<file path="config.mk">
export PLATFORM = sky130hd
export DESIGN_NAME = frame_header_insert
export DESIGN_NICKNAME = d
export VERILOG_FILES = /design/src/rtl/frame_pkg.sv /design/src/rtl/axis_skid_buf.sv /design/src/rtl/frame_header_insert.sv
export SDC_FILE = /design/constraint.sdc
export NUM_CORES = 1
export LEC_CHECK = 0
export ABC_AREA = 0
export BUFFER_PORTS_ARGS = -buffer_cell sky130_fd_sc_hd__buf_4
export CAP_MARGIN = 25
export CORE_MARGIN = 5
export CORE_UTILIZATION = 30
export CTS_BUF_LIST = sky130_fd_sc_hd__clkbuf_4 sky130_fd_sc_hd__clkbuf_8
export CTS_CLUSTER_DIAMETER = 200
export DETAILED_ROUTE_END_ITERATION = 12
export HOLD_SLACK_MARGIN = 0.12
export SYNTH_ARGS = -nofsm -noshare
export SYNTH_HDL_FRONTEND = slang
export SYNTH_SLANG_ARGS = --single-unit
</file>
<file path="constraint.sdc">
create_clock -name clk -period 3.7 [get_ports clk]
set_input_delay 1.11 -clock clk [delete_from_list [all_inputs] [get_ports clk]]
set_output_delay 1.11 -clock clk [all_outputs]
set_load 0.1 [all_outputs]
</file>
<file path="src/rtl/frame_pkg.sv">
// Shared definitions for the frame header insertion slice.
// Holds the default header ID, header field offsets, the sequence number
// width, the framer state encoding and a helper that packs a header word.
package frame_pkg;

  localparam logic [7:0] HDR_ID_DEFAULT = 8'hA5;

  localparam int unsigned ID_LSB    = 24;
  localparam int unsigned SEQ_LSB   = 8;
  localparam int unsigned LEN_LSB   = 0;
  localparam int unsigned SEQ_WIDTH = 16;

  typedef enum logic [1:0] {
    ST_IDLE = 2'd0,
    ST_HDR  = 2'd1,
    ST_DATA = 2'd2
  } state_e;

  // 32-bit header: [31:24] ID, [23:8] sequence number, [7:0] length-1.
  function automatic logic [31:0] build_header(
    input logic [7:0]           id,
    input logic [SEQ_WIDTH-1:0] seq,
    input logic [7:0]           len
  );
    logic [31:0] h;
    h                      = '0;
    h[ID_LSB  +: 8]        = id;
    h[SEQ_LSB +: SEQ_WIDTH] = seq;
    h[LEN_LSB +: 8]        = len;
    return h;
  endfunction

endpackage

</file>
<file path="src/rtl/axis_skid_buf.sv">
// Two-entry registered skid buffer for a valid/ready stream.
// Ports:
//   clk, rst_n              clock, asynchronous active-low reset
//   in_valid_i / in_ready_o upstream handshake, in_data_i payload
//   out_valid_o / out_ready_i downstream handshake, out_data_o payload
// Output is fully registered: one cycle from accept to out_valid_o, full
// throughput, and out_data_o held stable while stalled.
module axis_skid_buf #(
  parameter int unsigned WIDTH = 34
) (
  input  logic             clk,
  input  logic             rst_n,
  input  logic             in_valid_i,
  output logic             in_ready_o,
  input  logic [WIDTH-1:0] in_data_i,
  output logic             out_valid_o,
  input  logic             out_ready_i,
  output logic [WIDTH-1:0] out_data_o
);

  logic             out_valid_q;
  logic [WIDTH-1:0] out_data_q;
  logic             skid_valid_q;
  logic [WIDTH-1:0] skid_data_q;
  logic             push;

  // Ready depends only on the skid register, so it never combinationally
  // follows out_ready_i.
  assign in_ready_o  = !skid_valid_q;
  assign push        = in_valid_i && !skid_valid_q;
  assign out_valid_o = out_valid_q;
  assign out_data_o  = out_data_q;

  always_ff @(posedge clk or negedge rst_n) begin
    if (!rst_n) begin
      out_valid_q  <= 1'b0;
      out_data_q   <= '0;
      skid_valid_q <= 1'b0;
      skid_data_q  <= '0;
    end else if (!out_valid_q || out_ready_i) begin
      // Output slot frees up: drain the skid entry first to keep order.
      if (skid_valid_q) begin
        out_valid_q  <= 1'b1;
        out_data_q   <= skid_data_q;
        skid_valid_q <= 1'b0;
      end else begin
        out_valid_q <= push;
        if (push) begin
          out_data_q <= in_data_i;
        end
      end
    end else if (push) begin
      // Output stalled: park the incoming word in the skid slot.
      skid_valid_q <= 1'b1;
      skid_data_q  <= in_data_i;
    end
  end

endmodule

</file>
<file path="src/rtl/frame_header_insert.sv">
// Frames an upstream counted sample stream for packet transport.
// Prepends one header word per frame (ID, sequence number, length-1), marks
// the final sample with tlast, and drops samples arriving out of alignment.
// Ports:
//   clk, async_reset_n       clock, asynchronous active-low reset
//   s_axis_*                 upstream sample stream with final_cnt and count
//   cnt_limit                frame length minus 1 (placed in the header)
//   m_axis_*                 framed output; tuser=1 marks the header word
//   sync_err                 pulse: non-zero count dropped while idle
//   seq_err                  pulse: count mismatch inside a frame
//   frame_seq                sequence number of the next header
module frame_header_insert
  import frame_pkg::*;
#(
  parameter int unsigned DATA_WIDTH = 32,
  parameter logic [7:0]  HDR_ID     = HDR_ID_DEFAULT
) (
  input  logic                  clk,
  input  logic                  async_reset_n,
  input  logic                  s_axis_tvalid,
  input  logic [DATA_WIDTH-1:0] s_axis_tdata,
  input  logic                  s_axis_final_cnt,
  input  logic [7:0]            s_axis_count,
  output logic                  s_axis_tready,
  input  logic [7:0]            cnt_limit,
  output logic                  m_axis_tvalid,
  output logic [DATA_WIDTH-1:0] m_axis_tdata,
  output logic                  m_axis_tlast,
  output logic                  m_axis_tuser,
  input  logic                  m_axis_tready,
  output logic                  sync_err,
  output logic                  seq_err,
  output logic [15:0]           frame_seq
);

  localparam int unsigned BW = DATA_WIDTH + 2;

  state_e                 state_q;
  logic [SEQ_WIDTH-1:0]   seq_q;
  logic [7:0]             exp_q;
  logic                   run_q;
  logic                   sync_err_q;
  logic                   seq_err_q;

  logic                   push_hdr;
  logic                   drop;
  logic                   data_acc;
  logic                   buf_in_valid;
  logic                   buf_in_ready;
  logic [BW-1:0]          buf_in_data;
  logic [BW-1:0]          buf_out_data;
  logic [DATA_WIDTH-1:0]  hdr_word;

  always_comb begin
    hdr_word       = '0;
    hdr_word[31:0] = build_header(HDR_ID, seq_q, cnt_limit);

    // run_q keeps tready low while reset is asserted, even if the idle
    // drop condition is present on the inputs.
    push_hdr = run_q && (state_q == ST_IDLE) && s_axis_tvalid &&
               (s_axis_count == 8'd0) && buf_in_ready;
    drop     = run_q && (state_q == ST_IDLE) && s_axis_tvalid &&
               (s_axis_count != 8'd0);
    data_acc = (state_q == ST_DATA) && s_axis_tvalid && buf_in_ready;

    s_axis_tready = drop || ((state_q == ST_DATA) && buf_in_ready);

    // The count==0 beat is not consumed when the header is pushed; it is
    // accepted later as data beat 0.
    buf_in_valid = push_hdr || data_acc;
    buf_in_data  = push_hdr ? {1'b1, 1'b0, hdr_word}
                            : {1'b0, s_axis_final_cnt, s_axis_tdata};
  end

  always_ff @(posedge clk or negedge async_reset_n) begin
    if (!async_reset_n) begin
      state_q    <= ST_IDLE;
      seq_q      <= '0;
      exp_q      <= '0;
      run_q      <= 1'b0;
      sync_err_q <= 1'b0;
      seq_err_q  <= 1'b0;
    end else begin
      run_q      <= 1'b1;
      sync_err_q <= drop;
      seq_err_q  <= data_acc && (s_axis_count != exp_q);
      unique case (state_q)
        ST_IDLE: begin
          if (push_hdr) begin
            state_q <= ST_HDR;
          end
        end
        ST_HDR: begin
          state_q <= ST_DATA;
        end
        ST_DATA: begin
          if (data_acc) begin
            if (s_axis_final_cnt) begin
              seq_q   <= seq_q + 1'b1;
              exp_q   <= '0;
              state_q <= ST_IDLE;
            end else begin
              exp_q <= exp_q + 1'b1;
            end
          end
        end
        default: begin
          state_q <= ST_IDLE;
        end
      endcase
    end
  end

  axis_skid_buf #(
    .WIDTH (BW)
  ) u_skid (
    .clk         (clk),
    .rst_n       (async_reset_n),
    .in_valid_i  (buf_in_valid),
    .in_ready_o  (buf_in_ready),
    .in_data_i   (buf_in_data),
    .out_valid_o (m_axis_tvalid),
    .out_ready_i (m_axis_tready),
    .out_data_o  (buf_out_data)
  );

  assign m_axis_tuser = buf_out_data[BW-1];
  assign m_axis_tlast = buf_out_data[BW-2];
  assign m_axis_tdata = buf_out_data[DATA_WIDTH-1:0];
  assign sync_err     = sync_err_q;
  assign seq_err      = seq_err_q;
  assign frame_seq    = seq_q;

endmodule

</file>
---- Yosys cells after proc, flatten, opt, wreduce, memory -nomap -nowiden ----
Index checks and enable logic that the tools add are counted.
word-level totals
  word-level logic and storage cells ...... 55
  flip-flop bits (word level) ............. 99
  input bits .............................. 53
  output and inout port bits .............. 54
cells by class
  reductions and logical operators ........ 25
  mux-type cells .......................... 11
  add/sub/neg operators ................... 2
  bitwise gates (word level) .............. 1
  eq/ne operators ......................... 6
operator list
  kind                     count
  $mux W34                 3
  $add A16 B1 Y16 const B  1
  $logic_and A1 B1 Y1      10
  $add A8 B1 Y8 const B    1
  $logic_not A8 Y1         1
  $mux W8                  1
  $ne A8 B8 Y1             1
  $reduce_bool A8 Y1       1
  $mux W2                  3
  $ne A2 B2 Y1 const B     3
  $pmux W2 S3              1
  $reduce_and A2 Y1        3
  $reduce_and A3 Y1        2
  $reduce_bool A2 Y1       2
  $logic_or A1 B1 Y1       3
  $mux W1                  3
  $eq A2 B1 Y1 const B     1
  $eq A2 B2 Y1 const B     1
  $logic_not A1 Y1         2
  $logic_not A2 Y1         1
  $not A1 Y1               1

---- Longest topological paths before layout ----
Gate-level depths: netlist (run 1).
  word-level depth ........................ 9
  depth in mapped cells ................... 6
  gate-level depth less buffers ........... 5

---- By module ----
Synthesis (run 1) repeated with hierarchy kept, for this count alone.
unflattened totals
  cell total of the unflattened synthesis .. 369
  area, all modules ....................... 4934.7 sq um
by module, submodules not included
  module               times used  area each (sq um)  cells each  seq. area each (sq um)
  axis_skid_buf        1           3061.7             190         1751.7
  frame_header_insert  1           1873.0             179         725.7

---- Worst setup path before layout (run 1) ----
Ideal clock, no wire load.
  path kind ............................... in2out
  from .................................... in s_axis_tvalid
  to ...................................... out s_axis_tready
  arrival time ............................ 2.760 ns
  stages .................................. 2
  slack ................................... -0.170 ns
  data required time ...................... 2.590 ns
  path through ............................ nand4bb_1 > o22ai_1
on the way
  word-level cells in the longest chain between the ends .. 3
ends and longest elaborated chain
  item                              RTL line                   source
  from (decl)                       frame_header_insert.sv:20  input logic s_axis_tvalid,
  $logic_and A1 B1 Y1 (2 in a row)  frame_header_insert.sv:62  drop = run_q && (state_q == ST_IDLE) && s_axis_tvalid &&
  $logic_or A1 B1 Y1                frame_header_insert.sv:66  s_axis_tready = drop || ((state_q == ST_DATA) && buf_in_ready);
  to (decl)                         frame_header_insert.sv:24  output logic s_axis_tready,
No other way between the ends.

---- Worst setup path in the final report (run 1) ----
  from .................................... in s_axis_count[4]
  to ...................................... out s_axis_tready
on the way
  word-level cells in the longest chain between the ends .. 3
ends and longest elaborated chain
  item                 RTL line                   source
  from (decl)          frame_header_insert.sv:23  input logic [7:0] s_axis_count,
  $reduce_bool A8 Y1   frame_header_insert.sv:63  (s_axis_count != 8'd0);
  $logic_and A1 B1 Y1  frame_header_insert.sv:62
  $logic_or A1 B1 Y1   frame_header_insert.sv:66
No other way between the ends.

==> Implementation_results.wiki, run 1 <==
{| class="wikitable"
! Metric !! Value
|-
| Post-detailed-route count of antenna-violating nets || 0
|-
| Wire length per cell || a little under 20 microns
|-
| Highest fanout seen on the critical path || 3
|-
| Cell chain of the critical path || buf_4 > or4_4 > nor2_1 > o22ai_2 > buf_4
|-
| Final non-filler cell area || roughly 6000 sq um
|-
| Number of instances resized during post-cts repair || 0
|-
| Setup violation total in the final timing report || 0
|-
| Yosys cell types || just over 40
|-
| Cell area after placement || around 6000 sq um
|-
| Overall die area || between 15000 and 20000 sq um
|-
| Adder-cell share of the synthesized area || less than 1%
|-
| Dominant combinational cell family by area after synthesis || compound AO/OA/AOI/OAI gates
|-
| Maximum capacitance violations || 0
|-
| Endpoint arrival time on the critical path || roughly 2.3 ns
|-
| Total power density per cell area || approximately 830 nW/um^2
|-
| Antenna diodes || 0
|-
| Share of final-layout standard cells stronger than drive strength 1 || between 30 and 40%
|-
| Number of synthesis warnings || 0
|-
| R2R Path Start || u_skid.skid_valid_q
|-
| Aggregate global routing overflow || 0
|-
| CP Launch Type || primary input
|-
| Via-to-Cell Ratio || 5.24
|-
| Startpoint of the tightest hold check path || u_skid.skid_data_q[33]
|-
| Post-synthesis share of cell area spent on and, or, nand and nor gates || about 15%
|-
| Library cell appearing most often on the critical path || buf_4
|-
| Transition at the pin with the smallest max-transition slack || a little under 1 ns
|-
| Reg-to-reg setup timing slack || 1.26 ns
|-
| Pin count of the biggest net entering global routing || 81
|-
| Number of nets produced by synthesis || ~500
|-
| Area of the core || between 15000 and 20000 sq um
|-
| CTS tree || yes
|-
| Final-report hold violation count || 0
|-
| Hold Slack || 0.493 ns
|-
| Final nets || about 600
|-
| Switching power summed over all nets || 0.00264 W
|-
| Die span in y || approximately 140 microns
|-
| Period minus WS final || 3.40 ns
|-
| Final Skew || 0.00965 ns
|-
| Final slew viol count || 0
|-
| Tightest slew margin relative to the limit || a little over a third
|-
| Clock-pin slew reported for the worst setup and hold paths after clock tree synthesis || 0.09 ns
|-
| Critical path buffer and inverter count || 2
|-
| Max incr delay on CP || around 0.53 ns
|-
| EDFF count, synth || 0
|-
| Area share of xor/xnor cells in the synthesized design || 4.46%
|-
| R2r worst-path depth || 4
|-
| Clock share of power || about 13%
|-
| CP Launch Point || s_axis_count[4]
|-
| Accumulated negative setup slack || 0 ns
|-
| Die width || about 140 microns
|-
| Multiplexer area fraction after synthesis || under 10%
|-
| Via count || 3995
|-
| Most frequent cells in the layout || 123 x buf_4, 98 x dfrtp_1, 57 x nand3_1, 25 x mux2i_1
|-
| Flip-flop and latch count after synthesis || between 90 and 100
|-
| Worst reg2reg endpoint || u_skid.out_data_o[9]
|-
| Count of buffers inserted at the top-level ports || ~110
|-
| Leakage dissipation || between 2 and 3 nW
|-
| Clock insertion delay at the later pin of the skew report || 0.37 ns
|-
| Commonest non-fill, non-tap cell in the layout || buf_4
|-
| Mapped Area || just under 5000 sq um
|-
| Gp weighted congestion || 0.792
|-
| Rows || 46
|-
| Final wirelength || 14900 microns
|-
| Combinational share of power || 51.9%
|-
| Worst path top cell family by delay || simple AND/OR/NAND/NOR gates
|-
| Maximum resistive drop on vdd || around 530 uV
|-
| Area fraction in compound gates after synthesis || around a fifth
|-
| Design internal power || around 0.0025 W
|-
| Worst min-delay path category || reg -> reg
|-
| End point of the most critical hold path || u_skid.skid_data_q[33]
|-
| Starting Density || a little over 30%
|-
| Max Root-Sink Buffers || 2
|-
| Sw Share || approximately half
|-
| Level count of the clock H-tree || 3
|-
| Initial antenna violation count || 0
|-
| DRC violation total after the first TritonRoute iteration || between 200 and 300
|-
| Hold buffer count at CTS || 0
|-
| IO Pins || 107
|-
| Number of clock sinks || between 90 and 100
|-
| Half-perimeter wire length after detailed placement || 10300 microns
|-
| Wire length of the first global-routing pass || approximately 23000 microns
|-
| Gr usage total || 16.0%
|-
| Relative area change from synthesis to final layout || 25.7%
|-
| CP Data Required Time || between 2 and 3 ns
|-
| Async set-or-reset flop fraction in the synthesized netlist || 100%
|-
| Clock root buffer || clkbuf_8
|-
| Most used flip-flop cell after synthesis || dfrtp_1
|-
| Sequential Power Share || a little over a third
|-
| Count of cell instances traversed by the critical path || 5
|-
| Post-synthesis instance total || 442
|-
| Syn_area_per_cell || approximately 11 sq um
|-
| Unrepaired setup endpoints after global routing || false
|-
| Hold path cells || 2
|-
| Worst Path Class, Setup || in -> out
|-
| Final critical-path share of the clock period || 91.9%
|-
| Slowest stage cell, crit path || or4_4
|-
| Iteration count of the initial detailed-routing pass || 4
|-
| Element type at the critical path end || output pin
|-
| Timing-limited maximum frequency || a little under 300 MHz
|-
| Run status || finished, final reports clean
|-
| Vias in the first global route || around 4.2k
|-
| Postcts setup bufs || 0
|-
| Proportion of synthesized chip area in sequential cells || between 50% and 60%
|-
| Remaining DRCs || 0
|-
| Number of buffers created by CTS || 9
|}
-- logic make-up after synthesis --
family	Yosys count
xor+xnor	25
compound gates	107
simple gates	136
buf+inv	36
flops	99
mux	36
other cells	1
fa+ha+maj	2
-- registers in the layout, indices dropped and copies added, names as in the netlist --
register             cells
frame_seq               16
state_q                  2
u_skid.out_data_o       34
u_skid.out_valid_o       1
sync_err                 1
u_skid.skid_valid_q      1
run_q                    1
seq_err                  1
exp_q                    8
u_skid.skid_data_q      34
-- synthesized netlist by cell type (all sizes together), types with 8 or more instances --
| cell | number | area (sq um) |
|---|---|---|
| buf | 8 | 56.3 |
| xnor2 | 11 | 96.3 |
| dfrtp | 99 | 2480 |
| nor2b | 10 | 62.6 |
| a22o | 10 | 87.6 |
| nor2 | 13 | 48.8 |
| mux2i | 25 | 250 |
| nand2 | 19 | 71.3 |
| a21oi | 9 | 56.3 |
| nand3 | 58 | 290 |
| mux2 | 11 | 124 |
| o211ai | 24 | 180 |
| clkbuf | 27 | 101 |
| a2bb2oi | 24 | 335 |
| xor2 | 14 | 123 |
| o22ai | 25 | 156 |
-- per-layer routing --
metal | vias up | part of all wire (%) | wire [microns] | GRT usage (%)
met1 | 2015 | 45 | 6700 | 21.7
met3 | 10 | 6.5 | 964 | 3.48
met2 | 117 | 48 | 7080 | 26.0
met5 | - | 0 | 0 | 0
li1 | 1853 | - | - | -
met4 | 0 | 0.87 | 130 | 4.34
-- power by group through the flow --
stage	sequential, W	clock, W	combinational (W)
after floorplan	0.00321	0	0.000627
after global placement	0.00180	0	0.00263
after detailed placement	0.00183	0	0.00267
after CTS	0.00181	0.000670	0.00267
after global routing	0.00186	0.000712	0.00276
final	0.00181	0.000645	0.00265
-- how the worst max path moves through the flow --
stage	slack [ns]	endpoint
2_1_floorplan	0.44	s_axis_tready
3_3_place_gp	0.32	s_axis_tready
3_5_place_dp	0.31	s_axis_tready
4_1_cts	0.31	s_axis_tready
5_1_grt	0.24	s_axis_tready
6_report	0.30	s_axis_tready
-- layout make-up --
cell class              count  area (sq um)
inverters                   1          3.75
flip-flops and latches     99          2480
multi-input cells         307          2290
repair buffers            124           951
fillers                  1577          9780
well taps                 216           270
clock inverters             3          15.0
clock buffers              12           153
-- worst reg2reg max path, cell delays in order, from the launching register on --
cell and delay, ns:
dfrtp_2 0.55, buf_4 0.33, o21ai_2 0.35, a21o_1 0.81, o211ai_1 0.23
-- stage by stage --
step                total power (W)  std cells  setup slack, ns  util [%]
floorplan                   0.00383        442            0.443         -
global placement            0.00443        746            0.319      37.5
detailed placement          0.00450        746            0.310      37.5
CTS                         0.00515        761            0.306      38.5
global route                0.00533        762            0.237      38.7
finish                      0.00511        762            0.298      38.7
No activity file was read; power rests on OpenSTA's default activity.
==> inputs of run 2 (changes only) <==
GPL_TIMING_DRIVEN = 0   (was not set)
MAX_ROUTING_LAYER = met4   (was not set)
SETUP_SLACK_MARGIN = 0.02   (was not set)
==> Implementation_results.wiki, run 2 (same netlist as run 1, synthesis figures left out) <==
{| class="wikitable"
! Metric !! Value
|-
| Gp weighted congestion || 0.781 (-1.4%)
|-
| Placed cell count || 766 (+2.7%)
|-
| CP Launch Point || u_skid.skid_valid_q
|-
| Half-perimeter wire length after detailed placement || 10600 microns (+2.8%)
|-
| R2R Path Start || state_q[0]
|-
| DRC violation total after the first TritonRoute iteration || 262 (-8.1%)
|-
| Wire length of the first global-routing pass || 22900 microns (-2.1%)
|-
| Die width || 138 microns (unchanged)
|-
| Timing-limited maximum frequency || 286 MHz (-2.9%)
|-
| Iteration count of the initial detailed-routing pass || 4 (unchanged)
|-
| Non-filler instance count after layout || 782 (+2.6%)
|-
| Hold buffer count at CTS || 0 (unchanged)
|-
| CP Launch Type || flop
|-
| Element type at the critical path end || output pin
|-
| Rows || 46 (unchanged)
|-
| Setup violation total in the final timing report || 0 (unchanged)
|-
| Max Root-Sink Buffers || 2 (unchanged)
|-
| Hold Slack || 0.492 ns (-0.000901 ns)
|-
| Area of the core || 15900 sq um (unchanged)
|-
| Number of buffers created by CTS || 9 (unchanged)
|-
| Highest fanout seen on the critical path || 10 (+7)
|-
| Worst Path Class, Setup || reg -> out
|-
| Post-layout total power || 0.00517 W (+1.3%)
|-
| Postcts setup bufs || 0 (unchanged)
|-
| Via-to-Cell Ratio || 5.11 (-2.6%)
|-
| Final nets || 616 (+3.2%)
|-
| Clock insertion delay at the later pin of the skew report || 0.38 ns (about the same)
|-
| Final wirelength || 14600 microns (-2.1%)
|-
| CTS tree || yes
|-
| Transition at the pin with the smallest max-transition slack || 0.824 ns (-0.143 ns)
|-
| Slack of the critical path || 0.198 ns (-0.0999 ns)
|-
| Gr usage total || 16.2% (+0.15 points)
|-
| Tightest slew margin relative to the limit || 45.1% (+9.5 points)
|-
| Run status || finished, final reports clean
|-
| Vias in the first global route || 4060 (-2.7%)
|-
| Share of final-layout standard cells stronger than drive strength 1 || 29.2% (-3.6 points)
|-
| Wire length per cell || 18.6 microns (-4.6%)
|-
| IO Pins || 107 (unchanged)
|-
| Clock-pin slew reported for the worst setup and hold paths after clock tree synthesis || 0.10 ns (about the same)
|-
| Period minus WS final || 3.50 ns (+0.0999 ns)
|-
| Final critical-path share of the clock period || 94.6% (+2.7 points)
|-
| Post-Place Worst Slack || 0.223 ns (-0.0866 ns)
|-
| Initial antenna violation count || 0 (unchanged)
|-
| Maximum capacitance violations || 0 (unchanged)
|-
| Relative area change from synthesis to final layout || 26.7%
|-
| Overall die area || 19000 sq um (unchanged)
|-
| Final Skew || 0.00843 ns (-0.00122 ns)
|-
| Final slew viol count || 0 (unchanged)
|-
| Remaining DRCs || 0 (unchanged)
|-
| Aggregate global routing overflow || 0 (unchanged)
|-
| Endpoint arrival time on the critical path || 2.39 ns (+0.10 ns)
|-
| Commonest non-fill, non-tap cell in the layout || buf_4
|-
| Final-report hold violation count || 0 (unchanged)
|-
| Most frequent cells in the layout || 106 x buf_4, 99 x dfrtp_1, 58 x nand3_1, 26 x clkbuf_1, 25 x mux2i_1
|-
| Level count of the clock H-tree || 3 (unchanged)
|-
| Count of buffers inserted at the top-level ports || 106 (unchanged)
|-
| Die span in y || 138 microns (unchanged)
|-
| Unrepaired setup endpoints after global routing || false
|-
| Fillers || 1570 (-0.44%)
|-
| Maximum resistive drop on vdd || 582 uV (+9.8%)
|-
| Number of clock sinks || 99 (unchanged)
|-
| Startpoint of the tightest hold check path || u_skid.skid_data_q[33]
|-
| Total power density per cell area || 832 nW/um^2 (+0.47%)
|-
| Clock root buffer || clkbuf_8
|-
| Antenna diodes || 0 (unchanged)
|-
| Accumulated negative setup slack || 0 ns (unchanged)
|-
| Starting Density || 30.8% (unchanged)
|-
| Worst min-delay path category || reg -> reg
|-
| Pin count of the biggest net entering global routing || 54 (-33%)
|-
| Via count || 3995 (unchanged)
|-
| Post-detailed-route count of antenna-violating nets || 0 (unchanged)
|-
| CP Data Required Time || 2.59 ns (about the same)
|-
| Leakage dissipation || 2.90 nW (-0.31%)
|}
-- run 2: worst max-delay path: stages, from the launching register on --
cell and delay [ns]:
dfrtp_1 0.42, clkbuf_1 0.38, buf_1 0.46, clkbuf_2 0.36, o22ai_2 0.14, buf_4 0.25
-- run 2: layout make-up --
| type | instances | area [sq um] | share of cell area [%] |
|---|---|---|---|
| sequential | 99 | 2480 | 39.9 |
| multi-input combinational | 307 | 2270 | 36.6 |
| timing repair buffer | 108 | 828 | 13.3 |
| tap | 216 | 270 | 4.35 |
| buffer | 35 | 159 | 2.56 |
| clock buffer | 12 | 153 | 2.46 |
| clock inverter | 4 | 50.0 | 0.805 |
| inverter | 1 | 3.75 | 0.0604 |
-- run 2: through the flow --
stage / utilization, % / area (sq um)
detailed placement: 37.7 / 6010
global route: 39.0 / 6210
global placement: 37.5 / 5980
CTS: 39.0 / 6210
floorplan: - / 4910
finish: 39.0 / 6210
-- run 2: metal layers --
layer / share of wire, % / global-route usage (%)
met3: 5.5 / 3.30
met5: 0 / -
met4: 1.5 / 4.88
met2: 47 / 24.9
met1: 46 / 21.6
-- run 2: repair_timing --
item / in CTS / in global routing
hold endpoints to repair: 0 / 0
endpoints found under the setup margin: 1 / 0
resized for setup: 1 / 0
-- run 2: final timing paths --
check	endpoint	slack, ns	cells past startpoint
worst max-delay path	s_axis_tready	0.20	5
worst min-delay path	u_skid.skid_data_q[33]	0.49	2
worst max register to register	frame_seq[1]	1.28	5
worst min register to register	u_skid.skid_data_q[33]	0.49	2
max in group asynchronous	frame_seq[9]	2.26	2
min in group asynchronous	seq_err	0.76	1
-- run 2: power breakdown --
part	total (W)	leakage [nW]	switching, W	internal, W
Sequential	0.00179	1.23	0.000304	0.00149
Clock	0.000731	0.0994	0.000385	0.000346
Combinational	0.00265	1.58	0.00195	0.000703
